==> src/rtl/shift_add_mult_ctrl.sv <==
// Sequential unsigned shift/add multiplier controller.
// One operand pair is accepted per operation; the multiplicand doubles every
// RUN step while the multiplier LSB decides whether it is accumulated. The
// latency is fixed at WIDTH RUN cycles plus one DONE cycle, whatever the
// operand values.
//
// Handshake: start is a request that is taken only while the controller is
// IDLE (busy=0). The rising edge that sees start=1 in IDLE captures a and b;
// start, a and b are ignored at every other edge, and nothing is queued.
// busy is high from the cycle after acceptance through the DONE cycle. done is
// a single-cycle pulse during which product carries the new result. product
// then holds that value until the next operation completes.
module shift_add_mult_ctrl #(
  parameter int WIDTH = 4
) (
  input  logic               clk,
  input  logic               rst_n,
  input  logic               start,
  input  logic [WIDTH-1:0]   a,
  input  logic [WIDTH-1:0]   b,
  output logic               busy,
  output logic               done,
  output logic [2*WIDTH-1:0] product,
  output logic [1:0]         state_dbg
);

  localparam int PW = 2 * WIDTH;
  localparam int SW = $clog2(WIDTH);

  typedef enum logic [1:0] {
    IDLE = 2'd0,
    RUN  = 2'd1,
    DONE = 2'd2
  } state_t;

  state_t          state;
  state_t          state_next;

  logic [PW-1:0]    mcand;
  logic [PW-1:0]    mcand_next;
  logic [WIDTH-1:0] mplier;
  logic [WIDTH-1:0] mplier_next;
  logic [PW-1:0]    acc;
  logic [PW-1:0]    acc_next;
  logic [SW-1:0]    step;
  logic [SW-1:0]    step_next;
  logic [PW-1:0]    product_next;
  logic [PW-1:0]    sum;
  logic             last_step;
  logic             busy_next;
  logic             done_next;

  // The enum encoding is exported so that checkers can follow the FSM.
  assign state_dbg = state;

  // FSM state, datapath and output registers; reset aborts any operation.
  always_ff @(posedge clk or negedge rst_n) begin
    if (!rst_n) begin
      state   <= IDLE;
      mcand   <= '0;
      mplier  <= '0;
      acc     <= '0;
      step    <= '0;
      product <= '0;
      busy    <= 1'b0;
      done    <= 1'b0;
    end else begin
      state   <= state_next;
      mcand   <= mcand_next;
      mplier  <= mplier_next;
      acc     <= acc_next;
      step    <= step_next;
      product <= product_next;
      busy    <= busy_next;
      done    <= done_next;
    end
  end

  // Next-state and datapath update. The accumulator add is 2*WIDTH bits
  // wide, so it cannot overflow. On the last step the product takes the
  // accumulator value that includes that step's add.
  always_comb begin
    state_next   = state;
    mcand_next   = mcand;
    mplier_next  = mplier;
    acc_next     = acc;
    step_next    = step;
    product_next = product;
    sum          = mplier[0] ? (acc + mcand) : acc;
    last_step    = (step == SW'(WIDTH - 1));

    case (state)
      IDLE: begin
        if (start) begin
          state_next  = RUN;
          mcand_next  = {{WIDTH{1'b0}}, a};
          mplier_next = b;
          acc_next    = '0;
          step_next   = '0;
        end
      end
      RUN: begin
        acc_next    = sum;
        mcand_next  = mcand << 1;
        mplier_next = mplier >> 1;
        step_next   = step + SW'(1);
        if (last_step) begin
          product_next = sum;
          state_next   = DONE;
        end
      end
      DONE: begin
        state_next = IDLE;
      end
      default: begin
        state_next = IDLE;
      end
    endcase

    // busy and done are registered from the next state. start therefore
    // has no combinational path to any output.
    busy_next = (state_next != IDLE);
    done_next = (state_next == DONE);
  end

endmodule

==> config.mk <==
export PLATFORM = sky130hd
export DESIGN_NAME = shift_add_mult_ctrl
export DESIGN_NICKNAME = d
export VERILOG_FILES = /design/src/rtl/shift_add_mult_ctrl.sv
export SDC_FILE = /design/constraint.sdc
export NUM_CORES = 1
export LEC_CHECK = 0
export CAP_MARGIN = 20
export CELL_PAD_IN_SITES_DETAIL_PLACEMENT = 0
export CELL_PAD_IN_SITES_GLOBAL_PLACEMENT = 1
export CORE_ASPECT_RATIO = 1.2
export CORE_UTILIZATION = 37
export CTS_CLUSTER_SIZE = 30
export DETAILED_ROUTE_END_ITERATION = 10
export GPL_ROUTABILITY_DRIVEN = 0
export PLACE_DENSITY_LB_ADDON = 0.2
export SLEW_MARGIN = 0
export SYNTH_ARGS = -nofsm -noshare
export SYNTH_HDL_FRONTEND = slang
export SYNTH_SLANG_ARGS = --single-unit
export TNS_END_PERCENT = 5
==> constraint.sdc <==
create_clock -name clk -period 2 [get_ports clk]
set_input_delay 0.4 -clock clk [delete_from_list [all_inputs] [get_ports clk]]
set_output_delay 0.4 -clock clk [all_outputs]
set_load 0.03 [all_outputs]
# Word level (Yosys, flattened, before mapping)
# Index checks and enable logic that the tools add are counted.
[classes]
n_addsub = 2
eq_ne = 4
n_mux = 12
reduce_logical = 5
[ops]
columns = ["cell", "count"]
rows = [
  ["8-bit one-hot mux with 2 select lines", 2],
  ["8-bit 2-to-1 mux", 3],
  ["8-bit adder", 1],
  ["2-bit one-hot mux with 2 select lines", 2],
  ["4-bit one-hot mux with 2 select lines", 1],
  ["2-bit 2-to-1 mux", 3],
  ["2-bit equality test, second input constant", 2],
  ["4-bit 2-to-1 mux", 1],
  ["2-bit AND reduction", 2],
  ["2-bit nonzero test", 2],
  ["2-bit by 1-bit adder with 2-bit output, second input constant", 1],
  ["2-bit by 1-bit equality test with 1-bit output, second input constant", 1],
  ["2-bit logical NOT", 1],
  ["2-bit != test, second input constant", 1],
]
[word_totals]
reg_bits = 34
out_inout_bits = 12
word_cells = 31

# Longest topological paths before layout
# Gate-level depths: netlist of the first run.
[logic_depth]
ltp_word = 4
ltp_mapped = 7
mapped_depth_nobuf = 7

# Worst setup path before layout of the first run
# OpenSTA, ideal clock, no wires.
[synth_timing]
kind = "register to register"
start = "reg mcand[0]"
end = "reg acc[6]"
setup_time_ns = 0.121
arrival_time_ns = 1.798
path_slack_ns = 0.081
path_stages_with_launch = 8
synth_period_minus_slack_ns = 1.919
cell_sequence = "dfrtp_1 > ha_1 > fa_1 > a21oi_1 > o21ai_0 > a21oi_1 > xnor2_1 > a22o_1"
[synth_between]
elab_chain_len = 3
[synth_lines]
columns = ["item", "line_no", "source"]
rows = [
  ["from (decl)", "39", "logic [PW-1:0] mcand;"],
  ["from (signal assigned)", "69", "mcand <= mcand_next;"],
  ["8-bit adder", "89", "sum = mplier[0] ? (acc + mcand) : acc;"],
  ["8-bit 2-to-1 mux", "89", ""],
  ["8-bit one-hot mux with 2 select lines", "92", "case (state)"],
  ["to (signal assigned)", "71", "acc <= acc_next;"],
  ["to (decl)", "43", "logic [PW-1:0] acc;"],
]
# No other way between the ends.
# A chain may end at the register's enable or synchronous reset.

# Worst setup path in the final report of the first run
[layout_timing]
start = "reg mcand[1]"
end = "reg product[7]"
[layout_between]
elab_chain_len = 2
[layout_lines]
columns = ["item", "line_no", "source"]
rows = [
  ["8-bit adder", "89", ""],
  ["8-bit 2-to-1 mux", "89", ""],
  ["to (signal assigned)", "73", "product <= product_next;"],
  ["to (decl)", "23", "output logic [2*WIDTH-1:0] product,"],
]
# No other way between the ends.

==> results.cfg, run 1 <==
[grt]
grt_usage = 0.1713
grt_max_degree = 35
grt_pass1_wl_um = 6382
grt_pass1_vias = 1344
antenna_found_initial = 0
overflow = 0

[hold_path]
min_path_type = flop to flop
min-delay-start = product[1]$_DFFE_PN0P_
hold_end = product[1]$_DFFE_PN0P_
min_path_cells = 2

[floorplanning]
die_w_um = 63.59
ios = 23
die_h_um = 75.91
rows = 26
start_util = 0.3892
die_area_um2 = 4826
core_um2 = 4327

[clocking]
ctsRootBufferMaster = clkbuf_8
cts_tree = yes
clock_path_buffers = 2
clkLatencyLatePin_ns = 0.29
cts_sinks = 34
cts_inserted_buffers = 5
htree_levels = 2
clk_pin_slew_ns = 0.07

[logic_synthesis]
synth_top_cell_by_area = dfrtp_1
synth_area_um2 = 1684
synthTopCellsByArea = dfrtp_1 51%, ha_1 5.9%, a22o_1 5.7%
ys_ff_latch = 34
syn_avg_cell_area_um2 = 10.21
syn_inst = 165
ys_types = 34
synth_top_area_share = 0.5052
yosys_warnings = 0
synth_nets = 185
yosysSeqAreaShare = 0.5052

[run]
maxCapViolations = 0

[power_and_ir_drop]
p_per_area_nw_per_um2 = 1651
power_uw = 3721
peakVddDrop_mv = 0.6107
leakagePower_uw = 0.001038

[setup_path]
crit_chain = ha_4 > a211oi_4 > nor3_2 > o31a_1 > or4_1 > a31oi_1
worst_path_max_delay_cell = dfrtp_1
r2r_cells = 6
crit_path_end_kind = flop
crit_arrival_ns = 2.24
crit_type = flop to flop
rr_endpoint = product[7]$_DFFE_PN0P_
r2r_setup_slack_ns = -0.04
startpoint_type = flop
critPathRequiredTime_ns = 2.20
cpLargestDelayFamily = compound AO/OA/AOI/OAI gates
r2r-start = mcand[1]$_DFFE_PN0P_
critical_path_buf_inv_count = 0
critical_path.max_fanout = 4
slowest_delay_ns = 0.42

[sta]
max_slew_margin = 0.7057
max_freq_mhz = 489.7
hold_viol = 0
fin_skew_ns = 0.009371
tightest_slew_ns = 0.4385
min_period_ns = 2.042
drv_slew = 0
period_share = 1.021
rsz0062_at_grt = true
setup_slack_ns = -0.04197
setup_viol = 2

[placement]
place.port_buffers = 22
post-dp-hpwl_um = 2716
pre_cts_slack_ns = -0.1397
dp.cells = 254

[detailed_routing]
wire_per_inst_um = 14.16
ant_nets = 0
wl_um = 3725
drc_errors = 0
vias = 1348
drt_iter0_drc = 54
drt-vias-per-instance = 5.125
dr.pass1.iters = 4

[run_status]
status = finished with violations
failed_checks = negative setup slack

[final_layout]
post-route-util = 0.5208
num-fill-cells = 415
antenna_cells = 0
final_nets = 226
stdcell_count = 263
drive_gt1_frac = 0.1739
syn2layout_area_growth_pct = 33.80
layout by cell type (no fill, tap or decap), types with 3 or more instances in the layout:
| cell type | netlist | routed |
|---|---|---|
| o21ai_0 | 15 | 14 |
| buf_4 | 0 | 18 |
| xnor2_1 | 3 | 3 |
| a21oi_1 | 16 | 13 |
| a21oi_2 | 0 | 3 |
| nand2_1 | 20 | 20 |
| clkbuf_8 | 0 | 5 |
| inv_1 | 4 | 4 |
| nor2b_1 | 5 | 5 |
| dfrtp_1 | 34 | 34 |
| mux2i_1 | 8 | 8 |
| a22o_1 | 11 | 11 |
| ha_1 | 8 | 5 |
| nor2_1 | 9 | 9 |
| clkdlybuf4s50_1 | 0 | 22 |
worst reg2reg max path: cells and delay by family, from the launching register on:
kind	cells	cell delay, ns
compound gates	3	0.77
simple gates	2	0.50
flops	1	0.42
fa+ha+maj	1	0.27
cells in the mapped netlist:
master    instances
o21ai_1           1
and3_1            2
a22oi_1           1
mux2i_1           8
nor2b_1           5
or4b_1            1
nand2b_1          1
o31a_1            1
buf_1             1
o31ai_1           1
xnor2_1           3
nor4_1            1
a211oi_2          1
or2_2             2
or4_1             1
o311ai_0          1
nand3_1           1
xor2_1            2
ha_1              8
o21ai_0          15
nor2_1            9
nor3_1            2
fa_1              1
clkbuf_1          5
o211ai_1          1
a22o_1           11
o21bai_1          1
a31oi_1           1
dfrtp_1          34
a21o_1            2
clkinv_1          1
a21oi_1          16
nand2_1          20
inv_1             4
cells by family (layout without fill, tap and decap cells):
| group | Yosys count | after routing | synth area share |
|---|---|---|---|
| AO/OA/AOI/OAI | 53 | 53 | 0.2006 |
| AND/OR/NAND/NOR | 45 | 45 | 0.1248 |
| flip-flops | 34 | 34 | 0.5052 |
| buffers and inverters | 11 | 53 | 0.02451 |
| adder cells (fa/ha/maj) | 9 | 9 | 0.07133 |
| multiplexers | 8 | 8 | 0.04755 |
| XOR/XNOR | 5 | 5 | 0.02601 |
per-stage QoR:
| step | hold WS [ns] | setup TNS (ns) | area, µm² |
|---|---|---|---|
| final | 0.4803 | -0.05464 | 2253 |
| after detailed placement | 0.4738 | -0.2220 | 2079 |
| after floorplan | 0.1044 | 0 | 1684 |
| after global placement | 0.4620 | -0.1011 | 2079 |
| after global routing | 0.5063 | -0.2034 | 2253 |
| after CTS | 0.4899 | -0.006729 | 2208 |
report_power, final:
part	switching, µW	internal (µW)	total [µW]	leakage, µW
Combinational	1040	888	1930	0.000550
Clock	241	373	613	0.0000524
Sequential	209	969	1180	0.000436
sequential cells by signal, indices dropped and copies added, names as in the netlist:
register and count:
acc 8, mcand 8, product 8, mplier 4, state_dbg 2, step 2
busy 1, done 1
per-layer routing:
metal  part of all wire  global-route usage  vias up
met5                  0                   0        -
met4              0.016             0.06818        0
met3              0.034             0.03765        5
met2               0.51              0.2894       28
met1               0.44              0.2081      643
li1                   -                   -      672
worst max-delay path by stage:
stage                     cells after the start  slack, ns                      to                 start
after floorplan                               7       0.08      acc[6]$_DFFE_PN0P_  mcand[0]$_DFFE_PN0P_
after global placement                        7      -0.07      acc[6]$_DFFE_PN0P_  mcand[0]$_DFFE_PN0P_
after detailed placement                      7      -0.14      acc[6]$_DFFE_PN0P_  mcand[0]$_DFFE_PN0P_
after CTS                                     6     -0.007  product[7]$_DFFE_PN0P_  mcand[4]$_DFFE_PN0P_
after global routing                          6      -0.10  product[7]$_DFFE_PN0P_  mcand[1]$_DFFE_PN0P_
final                                         6      -0.04  product[7]$_DFFE_PN0P_  mcand[1]$_DFFE_PN0P_
final cells by class:
class,count,area [µm²],share of cell area
multi-input combinational,120,852.1,0.3781
sequential,34,850.8,0.3776
timing repair buffer,40,355.3,0.1577
clock buffer,7,76.32,0.03387
tap,56,70.07,0.03109
clock inverter,1,30.03,0.01333
inverter,5,18.77,0.008329
repair_timing:
item                       in CTS  in global routing
pin swaps                       2                  4
hold buffers                    0                  0
cloned                          0                  0
hold endpoints to repair        0                  0
setup endpoints to repair       4                  4
buffers inserted                0                  1
resized for setup               4                  7
Power figures use the tool's default switching activity.
==> run 2, diff against run 1 <==
--- a/config.mk
+++ b/config.mk
@@ -9,6 +9,7 @@
 export CELL_PAD_IN_SITES_DETAIL_PLACEMENT = 0
 export CELL_PAD_IN_SITES_GLOBAL_PLACEMENT = 1
 export CORE_ASPECT_RATIO = 1.2
+export CORE_MARGIN = 2
 export CORE_UTILIZATION = 37
 export CTS_CLUSTER_SIZE = 30
 export DETAILED_ROUTE_END_ITERATION = 10
==> constraint.sdc (replaced) <==
create_clock -name clk -period 2 [get_ports clk]
set_input_delay 0.6 -clock clk [delete_from_list [all_inputs] [get_ports clk]]
set_output_delay 0.6 -clock clk [all_outputs]
set_load 0.03 [all_outputs]
==> run 2 against run 1 <==
The run still ends with negative setup slack left. Critical path depth did not move. First-iteration DRC count increased by 3.7%. Via count is 3.2% higher. Sequential share of layout area fell by 1.3 points. Die area increased by 5.9%. Clock skew is 0.0032 ns lower. Global-route usage up 0.41 points. Setup slack better by 0.035 ns. Clock power down 14%. Sequential power about the same. Largest cell class unchanged. Highest routed layer unchanged.
==> results.cfg, run 2 (synthesized netlist as in run 1, its figures left out) <==
[grt]
grt_usage = 0.1754
grt_pass1_vias = 1462
overflow = 0
grt_pass1_wl_um = 6796
grt_max_degree = 35
antenna_found_initial = 0

[final_layout]
drive_gt1_frac = 0.2304
multi_input_area_um2 = 873.3
stdcell_count = 273
stdcell_area_um2 = 2335
final_cell_mix = 34 x dfrtp_1, 28 x buf_4, 22 x clkdlybuf4s50_1
final_common_cell = dfrtp_1
final_nets = 236
reg_top3 = acc x8, mcand x8, product x8
syn2layout_area_growth_pct = 38.63
post-route-util = 0.5396
antenna_cells = 0
ff_latch_area_um2 = 850.8
num-fill-cells = 391

[detailed_routing]
drt-vias-per-instance = 5.095
drt_iter0_drc = 56
drc_errors = 0
vias = 1391
dr.pass1.iters = 4
wire_per_inst_um = 15.02
wl_um = 4101
ant_nets = 0

[power_and_ir_drop]
switchingPower_uw = 1566
pwr-share-comb = 0.558
leakagePower_uw = 0.001091
p_per_area_nw_per_um2 = 1632
pwr-share-clk = 0.138
peakVddDrop_mv = 0.7325
p_int_uw = 2244
swShare = 0.4109
p_seq_frac = 0.304

[sta]
min_period_ns = 2.007
max_freq_mhz = 498.2
tightest_slew_ns = 0.5387
hold_viol = 0
setup_slack_ns = -0.007075
period_share = 1.004
max_slew_margin = 0.6385
fin_skew_ns = 0.006218
rsz0062_at_grt = true
setup_viol = 2
drv_slew = 0

[setup_path]
crit_type = flop to flop
startpoint_type = flop
critical_path.max_fanout = 4
r2r_cells = 6
rr_endpoint = acc[7]$_DFFE_PN0P_
crit_arrival_ns = 2.23
critPathRequiredTime_ns = 2.23
r2r-start = acc[1]$_DFFE_PN0P_
crit_path_end_kind = flop
r2r_setup_slack_ns = -0.007

[run]
maxCapViolations = 0

[hold_path]
min-delay-start = product[0]$_DFFE_PN0P_
hold_end = product[0]$_DFFE_PN0P_
min_path_cells = 2
min_path_type = flop to flop

[clocking]
htree_levels = 2
cts_sinks = 34
clk_pin_slew_ns = 0.07
ctsRootBufferMaster = clkbuf_8
clkLatencyLatePin_ns = 0.29
cts_inserted_buffers = 5
cts_tree = yes
clock_path_buffers = 2

[placement]
place.port_buffers = 22
placed_area_um2 = 2140
post-dp-hpwl_um = 2892
dp.cells = 262

[floorplanning]
die_h_um = 77.91
ios = 23
rows = 26
die_w_um = 65.59
start_util = 0.3892
die_area_um2 = 5109
core_um2 = 4327

[run_status]
failed_checks = negative setup slack
status = finished with violations
## run 2: how the worst max path moves through the flow
stage                          from                      to  slack [ns]  depth (start not counted)
2_1_floorplan  mcand[0]$_DFFE_PN0P_      acc[6]$_DFFE_PN0P_        0.08                          7
3_3_place_gp                  start      acc[5]$_DFFE_PN0P_       -0.07                          6
3_5_place_dp                  start      acc[3]$_DFFE_PN0P_       -0.08                          6
4_1_cts        mcand[1]$_DFFE_PN0P_  product[7]$_DFFE_PN0P_       0.009                          6
5_1_grt        mcand[2]$_DFFE_PN0P_  product[7]$_DFFE_PN0P_       -0.09                          6
6_report         acc[1]$_DFFE_PN0P_      acc[7]$_DFFE_PN0P_      -0.007                          6
## run 2: metal layers
layer / share of wire / GRT usage
met1: 0.44 / 0.2254
met2: 0.51 / 0.2827
met3: 0.033 / 0.02899
met4: 0.020 / 0.08750
met5: 0 / 0
## run 2: layout make-up
type / instances / share of cell area
clock buffer: 7 / 0.03698
timing repair buffer: 50 / 0.1844
tap: 56 / 0.03001
sequential: 34 / 0.3644
clock inverter: 1 / 0.002144
multi-input combinational: 120 / 0.3741
inverter: 5 / 0.008039
## run 2: timing repair
action                                  in CTS  in global routing
buffers inserted                             0                  3
pin swaps                                    3                  7
endpoints found under the setup margin       4                  4
gates resized for setup                      5                  9
hold buffers                                 0                  0
## run 2: through the flow
| stage | hold WS [ns] | worst slack, ns | power (µW) | setup TNS, ns |
|---|---|---|---|---|
| 2_1_floorplan | 0.3044 | 0.08132 | 2308 | 0 |
| 3_3_place_gp | 0.4618 | -0.07355 | 3093 | -0.3103 |
| 3_5_place_dp | 0.4723 | -0.07707 | 3150 | -0.4443 |
| 4_1_cts | 0.4892 | 0.009334 | 3743 | 0 |
| 5_1_grt | 0.5283 | -0.08680 | 4121 | -0.1704 |
| 6_report | 0.4825 | -0.007075 | 3810 | -0.01025 |
## run 2: power groups by stage
stage | logic, µW | clock network (µW) | registers, µW
floorplan | 947 | 0 | 1360
global placement | 1950 | 0 | 1140
detailed placement | 2000 | 0 | 1150
CTS | 2050 | 546 | 1150
global route | 2350 | 574 | 1200
finish | 2130 | 526 | 1160
## run 2: worst max-delay path, cell delays in order, from the launching register on
cell	delay (ns)
dfrtp_1	0.42
ha_4	0.27
a211oi_4	0.24
nor3_2	0.09
o31a_1	0.35
or4b_4	0.49
nand3_2	0.08
==> run 3, diff against run 2 <==
--- a/config.mk
+++ b/config.mk
@@ -19,4 +19,3 @@
 export SYNTH_ARGS = -nofsm -noshare
 export SYNTH_HDL_FRONTEND = slang
 export SYNTH_SLANG_ARGS = --single-unit
-export TNS_END_PERCENT = 5
==> results of run 3 <==
Same layout as run 2: the final DEF is identical, and so are final timing and power.
